`src/rtl/beat_sequencer_pkg.sv`:
```
// Shared types and constants for the beat sequencer: state encoding, stop code, default beat length.
package beat_sequencer_pkg;

    localparam int         DEFAULT_LINE_LENGTH = 40;
    localparam logic [5:0] STP_FUNC_CODE       = 6'b111010;

    typedef enum logic [2:0] {
        ST_STOPPED = 3'd0,
        ST_SCAN1   = 3'd1,
        ST_ACTION1 = 3'd2,
        ST_SCAN2   = 3'd3,
        ST_ACTION2 = 3'd4
    } beat_state_t;

    // Counter width for a modulo-len count; never narrower than one bit.
    function automatic int cnt_width(input int len);
        return (len > 1) ? $clog2(len) : 1;
    endfunction

endpackage

```
`src/rtl/beat_sequencer_digit_counter.sv`:
```
// Digit-period counter: counts 0..LEN-1, pulses wrap on the last digit, held at zero by hold.
// Latency: count updates one clock after the digit; wrap is combinational from count.
// Backpressure: none, free-running whenever hold is low.
module digit_counter #(
    parameter int LEN = 40,
    parameter int W   = 6
) (
    input  logic         clk,
    input  logic         rst,
    input  logic         hold,
    output logic [W-1:0] count,
    output logic         wrap
);

    assign wrap = !hold && (count == W'(LEN - 1));

    always_ff @(posedge clk or posedge rst) begin
        if (rst) begin
            count <= '0;
        end else if (hold || wrap) begin
            count <= '0;
        end else begin
            count <= count + 1'b1;
        end
    end

endmodule

```
`src/rtl/beat_sequencer.sv`:
```
// Four-beat machine cycle sequencer (SCAN1/ACTION1/SCAN2/ACTION2) with run, single-shot and stop.
// Latency: starts one clock after run/KSS edge; beat outputs decode the registered state.
// Backpressure: none. Optional blackout digits per beat with BEAT_SEQUENCER_BLACKOUT_EN.
module beat_sequencer
    import beat_sequencer_pkg::*;
#(
    parameter int                             LINE_LENGTH         = DEFAULT_LINE_LENGTH,
    parameter int                             INSTR_FUNCTION_BITS = 6,
    parameter logic [INSTR_FUNCTION_BITS-1:0] INST_STP            = STP_FUNC_CODE,
    parameter int                             BLACKOUT_LEN        = 4,
`ifdef BEAT_SEQUENCER_BLACKOUT_EN
    localparam bit                            BLACKOUT_EN         = 1'b1,
`else
    localparam bit                            BLACKOUT_EN         = 1'b0,
`endif
    localparam int                            BEATLEN             = LINE_LENGTH + (BLACKOUT_EN ? BLACKOUT_LEN : 0),
    localparam int                            DIGIT_W             = cnt_width(BEATLEN)
) (
    input  logic                           w_CLK,
    input  logic                           w_RST,
    input  logic                           w_RUN,
    input  logic                           w_KSS,
    input  logic [INSTR_FUNCTION_BITS-1:0] b_PI_FUNC,
    output logic                           w_SCAN1,
    output logic                           w_ACTION1,
    output logic                           w_SCAN2,
    output logic                           w_ACTION2,
    output logic                           w_PARA_ACTION,
    output logic [INSTR_FUNCTION_BITS-1:0] b_FST,
    output logic [DIGIT_W-1:0]             b_DIGIT,
    output logic                           w_DIGIT0,
    output logic                           w_BEAT_END,
    output logic                           w_STOPPED
);

    beat_state_t        state, state_nxt;
    logic               running, beat_end, blackout;
    logic               kss_prev, kss_rise, run_block, start, fst_load;
    logic [DIGIT_W-1:0] digit;

    assign running  = (state != ST_STOPPED);
    assign kss_rise = w_KSS & ~kss_prev;
    // A run level left high across a programmed stop must not restart the machine.
    assign start    = (w_RUN & ~run_block) | kss_rise;

    digit_counter #(
        .LEN (BEATLEN),
        .W   (DIGIT_W)
    ) u_digit (
        .clk   (w_CLK),
        .rst   (w_RST),
        .hold  (!running),
        .count (digit),
        .wrap  (beat_end)
    );

`ifdef BEAT_SEQUENCER_BLACKOUT_EN
    assign blackout = running && (digit >= DIGIT_W'(LINE_LENGTH));
`else
    assign blackout = 1'b0;
`endif

    always_comb begin
        state_nxt = state;
        fst_load  = 1'b0;
        case (state)
            ST_STOPPED: if (start) state_nxt = ST_SCAN1;
            ST_SCAN1:   if (beat_end) state_nxt = ST_ACTION1;
            ST_ACTION1: if (beat_end) begin
                state_nxt = ST_SCAN2;
                fst_load  = 1'b1;
            end
            ST_SCAN2:   if (beat_end) state_nxt = ST_ACTION2;
            ST_ACTION2: if (beat_end) begin
                if (b_FST == INST_STP) state_nxt = ST_STOPPED;
                else if (w_RUN)        state_nxt = ST_SCAN1;
                else                   state_nxt = ST_STOPPED;
            end
            default:    state_nxt = ST_STOPPED;
        endcase
    end

    always_ff @(posedge w_CLK or posedge w_RST) begin
        if (w_RST) begin
            state    <= ST_STOPPED;
            kss_prev <= 1'b0;
        end else begin
            state    <= state_nxt;
            kss_prev <= w_KSS;
        end
    end

    always_ff @(posedge w_CLK or posedge w_RST) begin
        if (w_RST) begin
            run_block <= 1'b0;
        end else if (!w_RUN) begin
            run_block <= 1'b0;
        end else if (state == ST_ACTION2 && beat_end && state_nxt == ST_STOPPED) begin
            run_block <= 1'b1;
        end
    end

    always_ff @(posedge w_CLK or posedge w_RST) begin
        if (w_RST) begin
            b_FST <= '0;
        end else if (fst_load) begin
            b_FST <= b_PI_FUNC;
        end
    end

    assign w_SCAN1       = (state == ST_SCAN1);
    assign w_ACTION1     = (state == ST_ACTION1);
    assign w_SCAN2       = (state == ST_SCAN2);
    assign w_ACTION2     = (state == ST_ACTION2);
    assign w_PARA_ACTION = w_ACTION2 & ~blackout;
    assign w_STOPPED     = !running;
    assign b_DIGIT       = digit;
    assign w_DIGIT0      = running && (digit == '0);
    assign w_BEAT_END    = beat_end;

endmodule
```
`config.mk`:
```
export PLATFORM = sky130hd
export DESIGN_NAME = beat_sequencer
export DESIGN_NICKNAME = d
export VERILOG_FILES = /design/src/rtl/beat_sequencer_pkg.sv /design/src/rtl/beat_sequencer_digit_counter.sv /design/src/rtl/beat_sequencer.sv
export SDC_FILE = /design/constraint.sdc
export NUM_CORES = 1
export LEC_CHECK = 0
export CORE_MARGIN = 4
export CORE_UTILIZATION = 43
export CTS_CLUSTER_SIZE = 20
export DETAILED_ROUTE_END_ITERATION = 6
export PLACE_DENSITY = 0.77
export SLEW_MARGIN = 20
export SYNTH_ARGS = -nofsm -noshare
export SYNTH_HDL_FRONTEND = slang
export SYNTH_HIERARCHICAL = 1
export SYNTH_SLANG_ARGS = --single-unit
```
`constraint.sdc`:
```
create_clock -name w_CLK -period 2.4 [get_ports w_CLK]
set_clock_uncertainty 0.15 [all_clocks]
set_input_delay 0.24 -clock w_CLK [delete_from_list [all_inputs] [get_ports w_CLK]]
set_output_delay 0.24 -clock w_CLK [all_outputs]
set_load 0.01 [all_outputs]
```
# == Word-level counts from Yosys, hierarchy flattened ==
# Cells that the tools add are included.
# Widths: inputs -> output; s select.
# totals
ff_bits,17
input_bits,10
output_inout_bits,20
# classes
n_addsub,1
eq_ne,7
n_mux,13
bitwise_logic,5
reduce_logical,10
# ops
operator,count
$mux 3,5
$pmux 3 s5,1
$eq 6x6->1 const B,2
$add 6x1->6 const B,1
$eq 3x2->1 const B,2
$logic_not 3->1,2
$logic_not 6->1,1
$mux 1,6
$mux 6,1
$logic_and 1x1->1,4
$eq 3x1->1 const B,1
$eq 3x3->1 const B,1
$reduce_bool 3->1,1
$and 1x1->1,2
$ne 2x1->1 const B,1
$not 1->1,2
$logic_not 1->1,1
$logic_or 1x1->1,1
$or 1x1->1,1

# == Depth between registers and ports, before layout ==
# logic_depth
depth_word,9
ltp_mapped,7
mapped_depth_nobuf,6

# == Modules after synthesis ==
# The synthesis kept the hierarchy.
# by_module_without_submodules
mod,instances,cells_each,area_each_um2
beat_sequencer,1,43,570.5
digit_counter,1,26,277.8

# == Worst setup path after synthesis ==
# OpenSTA, ideal clock, no wires.
# synth_path
path_type,reg-to-reg
startpoint,register u_digit.count[0]
endpoint,register b_FST[0]
setup_ns,0.125
t_arrival_ns,2.216
t_required_ns,2.125
slack_ns,-0.091
path_stages_with_launch,7
path_buffers,1
path_cell_list,dfrtp_1 ha_1 nand4b_1 nor3_1 nor4bb_4 buf_6 mux2_4
# synth_between
elab_chain_len,4
# synth_lines
element,line,text
from (decl),beat_sequencer_digit_counter.sv:11,"output logic [W-1:0] count,"
from (signal assigned),beat_sequencer_digit_counter.sv:23,count <= count + 1'b1;
$eq 6x6->1,beat_sequencer_digit_counter.sv:15,assign wrap = !hold && (count == W'(LEN - 1));
$logic_and 1x1->1,beat_sequencer_digit_counter.sv:15,
via w_BEAT_END,beat_sequencer.sv:32,"output logic w_BEAT_END,"
$mux 1,beat_sequencer.sv:69,ST_ACTION1: if (beat_end) begin
$mux 1,beat_sequencer.sv:66,case (state)
to (signal assigned),beat_sequencer.sv:107,b_FST <= b_PI_FUNC;
to (decl),beat_sequencer.sv:29,"output logic [INSTR_FUNCTION_BITS-1:0] b_FST,"
# The timed path passes the listed nets, and every way through them passes these cells.
# A chain may end at the register's enable or synchronous reset.

# == Worst setup path after layout ==
# layout_path
startpoint,register state[1]
endpoint,output port w_STOPPED
# layout_between
elab_chain_len,2
# layout_lines
element,line,text
from (decl),beat_sequencer.sv:36,"beat_state_t state, state_nxt;"
from (signal assigned),beat_sequencer.sv:88,state <= state_nxt;
$reduce_bool 3->1,beat_sequencer.sv:41,assign running = (state != ST_STOPPED);
$logic_not 1->1,beat_sequencer.sv:116,assign w_STOPPED = !running;
to (decl),beat_sequencer.sv:33,output logic w_STOPPED
# Every way passes these cells.

==> impl_metrics.json <==
{
  "clk_pin_slew_worst_paths_ns": 0.10,
  "num_antenna_cells": 0,
  "place.gp.congestion": 0.791,
  "power_switching_mw": 0.0952,
  "die_h_um": 52.4,
  "grt_max_degree": 12,
  "grt_pass1_vias": 625,
  "via_count": 670,
  "pwr-share-clk": 0.323,
  "placed_area_um2": 1190,
  "avgSynthCellArea_um2": 12.3,
  "globalRouteMet2Util": 0.225,
  "clock_latency_ns": 0.28,
  "post-route-drc-count": 0,
  "die_area_um2": 2750,
  "holdBufCountCts": 0,
  "slew_viol_final": 0,
  "n_fill_cell": 145,
  "grt_use_total": 0.146,
  "final_cell_mix": "27 x clkdlybuf4s50_1, 16 x dfrtp_1, 9 x buf_4",
  "die_x_um": 52.4,
  "viasPerCell": 5.00,
  "antenna_found_initial": 0,
  "cts_htree_levels": 1,
  "max_cap_viol_count": 0,
  "firstDrtPassIters": 4,
  "gr-usage-met3": 0.0313,
  "yosys.area.top_type": "dfrtp_1",
  "syn_area_um2": 848,
  "cp.required_ns": 2.01,
  "internal_power_mw": 0.363,
  "first_iter_violations": 11,
  "path_cells": "nor3_1 -> buf_4 -> clkdlybuf4s50_1",
  "synth_top_area_frac": 0.501,
  "rr_endpoint": "b_FST[1]",
  "path_depth": 3,
  "cp-endpoint": "w_STOPPED",
  "cts_buffers": 3,
  "synthTopCellsByArea": "dfrtp_1 50%, mux2_4 11%, nor2_1 3.1%",
  "status": "finished, final reports clean",
  "crit_path_start": "state[1]",
  "cts_sinks": 17,
  "grt_pass1_wl_um": 2930,
  "setup_violations": 0,
  "startpoint_type": "flip-flop",
  "switching_share": 0.208,
  "endpoint_kind": "output pin",
  "crit_path_max_incr_delay_ns": 0.54,
  "power_density_nw_per_um2": 364,
  "r2r-start": "u_digit/count[0]",
  "hold_class": "primary input to async pin",
  "layout-drive-gt1-share": 0.266,
  "reg2reg_depth": 7,
  "dp_cells": 125,
  "tightest_slew_ns": 0.430,
  "netlist_instances": 69,
  "leakage_nw": 0.562,
  "final_cell_area_um2": 1260,
  "drt-total-wl_um": 1980,
  "yosysSeqAreaShare": 0.501,
  "path_max_fanout": 7,
  "root_buffer": "clkbuf_4",
  "fin_crit_sh": 0.967,
  "max_slew_margin": 0.711,
  "core_um2": 1800,
  "crit_path_top_delay_cell": "clkdlybuf4s50_1",
  "period_needed_ns": 2.32,
  "final_cells": 134,
  "initial_core_util": 0.471,
  "ios": 30,
  "nNetsFinal": 121,
  "crit_buf_inv": 2,
  "ant_nets": 0,
  "ir_worst_vdd_uv": 271,
  "cp_top_family": "buffers and inverters",
  "yosysWarnings": 6,
  "rrSetupSlack_ns": 0.11,
  "cts_tree": "done",
  "busiest_layer": "met2",
  "grt_util_met1": 0.195,
  "max_freq_mhz": 431,
  "arrival_ns": 1.93,
  "layout.cells.most_common": "clkdlybuf4s50_1",
  "synth_cell_types": 31,
  "routedWlPerCell_um": 14.7,
  "rows": 15,
  "p_comb_frac": 0.050,
  "portBuffers": 29,
  "path_class": "flip-flop to output pin",
  "area_growth_pct": 48.5,
  "seq_power_share": 0.627,
  "syn-num-nets": 80,
  "timing.final.hold_violations": 0,
  "grt.overflow.total": 0,
  "synth-seq-cells": 17,
  "hpwl_um": 1390,
  "clockBufferDepth": 2
}
[cells by family after synthesis]
| group | count (synthesis) | synth area share |
|---|---|---|
| buffers and inverters | 5 | 0.0354 |
| multiplexers | 7 | 0.119 |
| AND/OR/NAND/NOR | 29 | 0.236 |
| flip-flops | 17 | 0.501 |
| AO/OA/AOI/OAI | 6 | 0.0516 |
| adder cells (fa/ha/maj) | 1 | 0.0147 |
| XOR/XNOR | 4 | 0.0413 |
[sequential cells by signal (all words and copies together), names as in the netlist]
signal,cells
b_FST,6
u_digit/count,6
state,3
run_block,1
kss_prev,1
[through the flow]
stage / power, mW / util / TNS [ns] / hold slack (ns) / setup slack [ns]
after detailed placement: 0.316 / 0.658 / 0 / 0.350 / 0.0899
after CTS: 0.468 / 0.677 / -0.0248 / 0.0380 / -0.0248
after global routing: 0.476 / 0.699 / -0.0459 / 0.0517 / -0.0108
after floorplan: 0.299 / - / 0 / -0.119 / 0.146
final: 0.458 / 0.699 / 0 / 0.0500 / 0.0802
after global placement: 0.316 / 0.658 / 0 / 0.347 / 0.210
[synthesized netlist by cell type (all sizes together)]
cell type / number
xor2: 3
a21oi: 1
and3b: 1
nand3: 3
or3: 1
nor3: 2
or4: 1
nor4bb: 2
ha: 1
xnor2: 1
o21ai: 2
nor2: 7
inv: 3
nor2b: 2
o211ai: 1
and3: 2
dfrtp: 17
nand4b: 1
a22o: 1
mux2: 7
o21bai: 1
nor3b: 4
buf: 2
nor4: 1
nand2: 2
[worst min path at each step]
stage | depth (start not counted) | endpoint | start | slack, ns
final | 2 | u_digit/count[2] | w_RST | 0.05
after global placement | 1 | run_block | run_block | 0.35
after CTS | 2 | u_digit/count[2] | w_RST | 0.04
after detailed placement | 1 | run_block | run_block | 0.35
after floorplan | 1 | u_digit/count[0] | w_RST | -0.12
after global routing | 2 | u_digit/count[2] | w_RST | 0.05
[timing repair]
action                     4_1_cts  5_1_grt
pin swaps                        0        1
gates cloned                     0        0
resized for setup                3        1
setup endpoints to repair        2        1
buffers inserted                 0        5
[cell type report]
class | count | area [um^2] | share of cell area
Clock inverter | 1 | 5.00 | 0.00397
Inverter | 3 | 11.3 | 0.00894
Multi-Input combinational cell | 47 | 404 | 0.321
Timing Repair Buffer | 38 | 359 | 0.285
Tap cell | 25 | 31.3 | 0.0248
Clock buffer | 3 | 22.5 | 0.0179
Sequential cell | 17 | 427 | 0.339
[power by group through the flow]
stage / registers, mW / logic, mW / clock network (mW)
2_1_floorplan: 0.293 / 0.00580 / 0
3_3_place_gp: 0.293 / 0.0229 / 0
3_5_place_dp: 0.293 / 0.0235 / 0
4_1_cts: 0.287 / 0.0235 / 0.158
5_1_grt: 0.287 / 0.0250 / 0.163
6_report: 0.287 / 0.0229 / 0.148
[metal layers]
metal,vias to the layer above,wire length (um),part of all wire
met4,0,14,0.0071
met5,-,0,0
li1,323,-,-
met3,2,123,0.062
met1,322,881,0.45
met2,23,955,0.48
No activity file was read; power rests on OpenSTA's default activity.
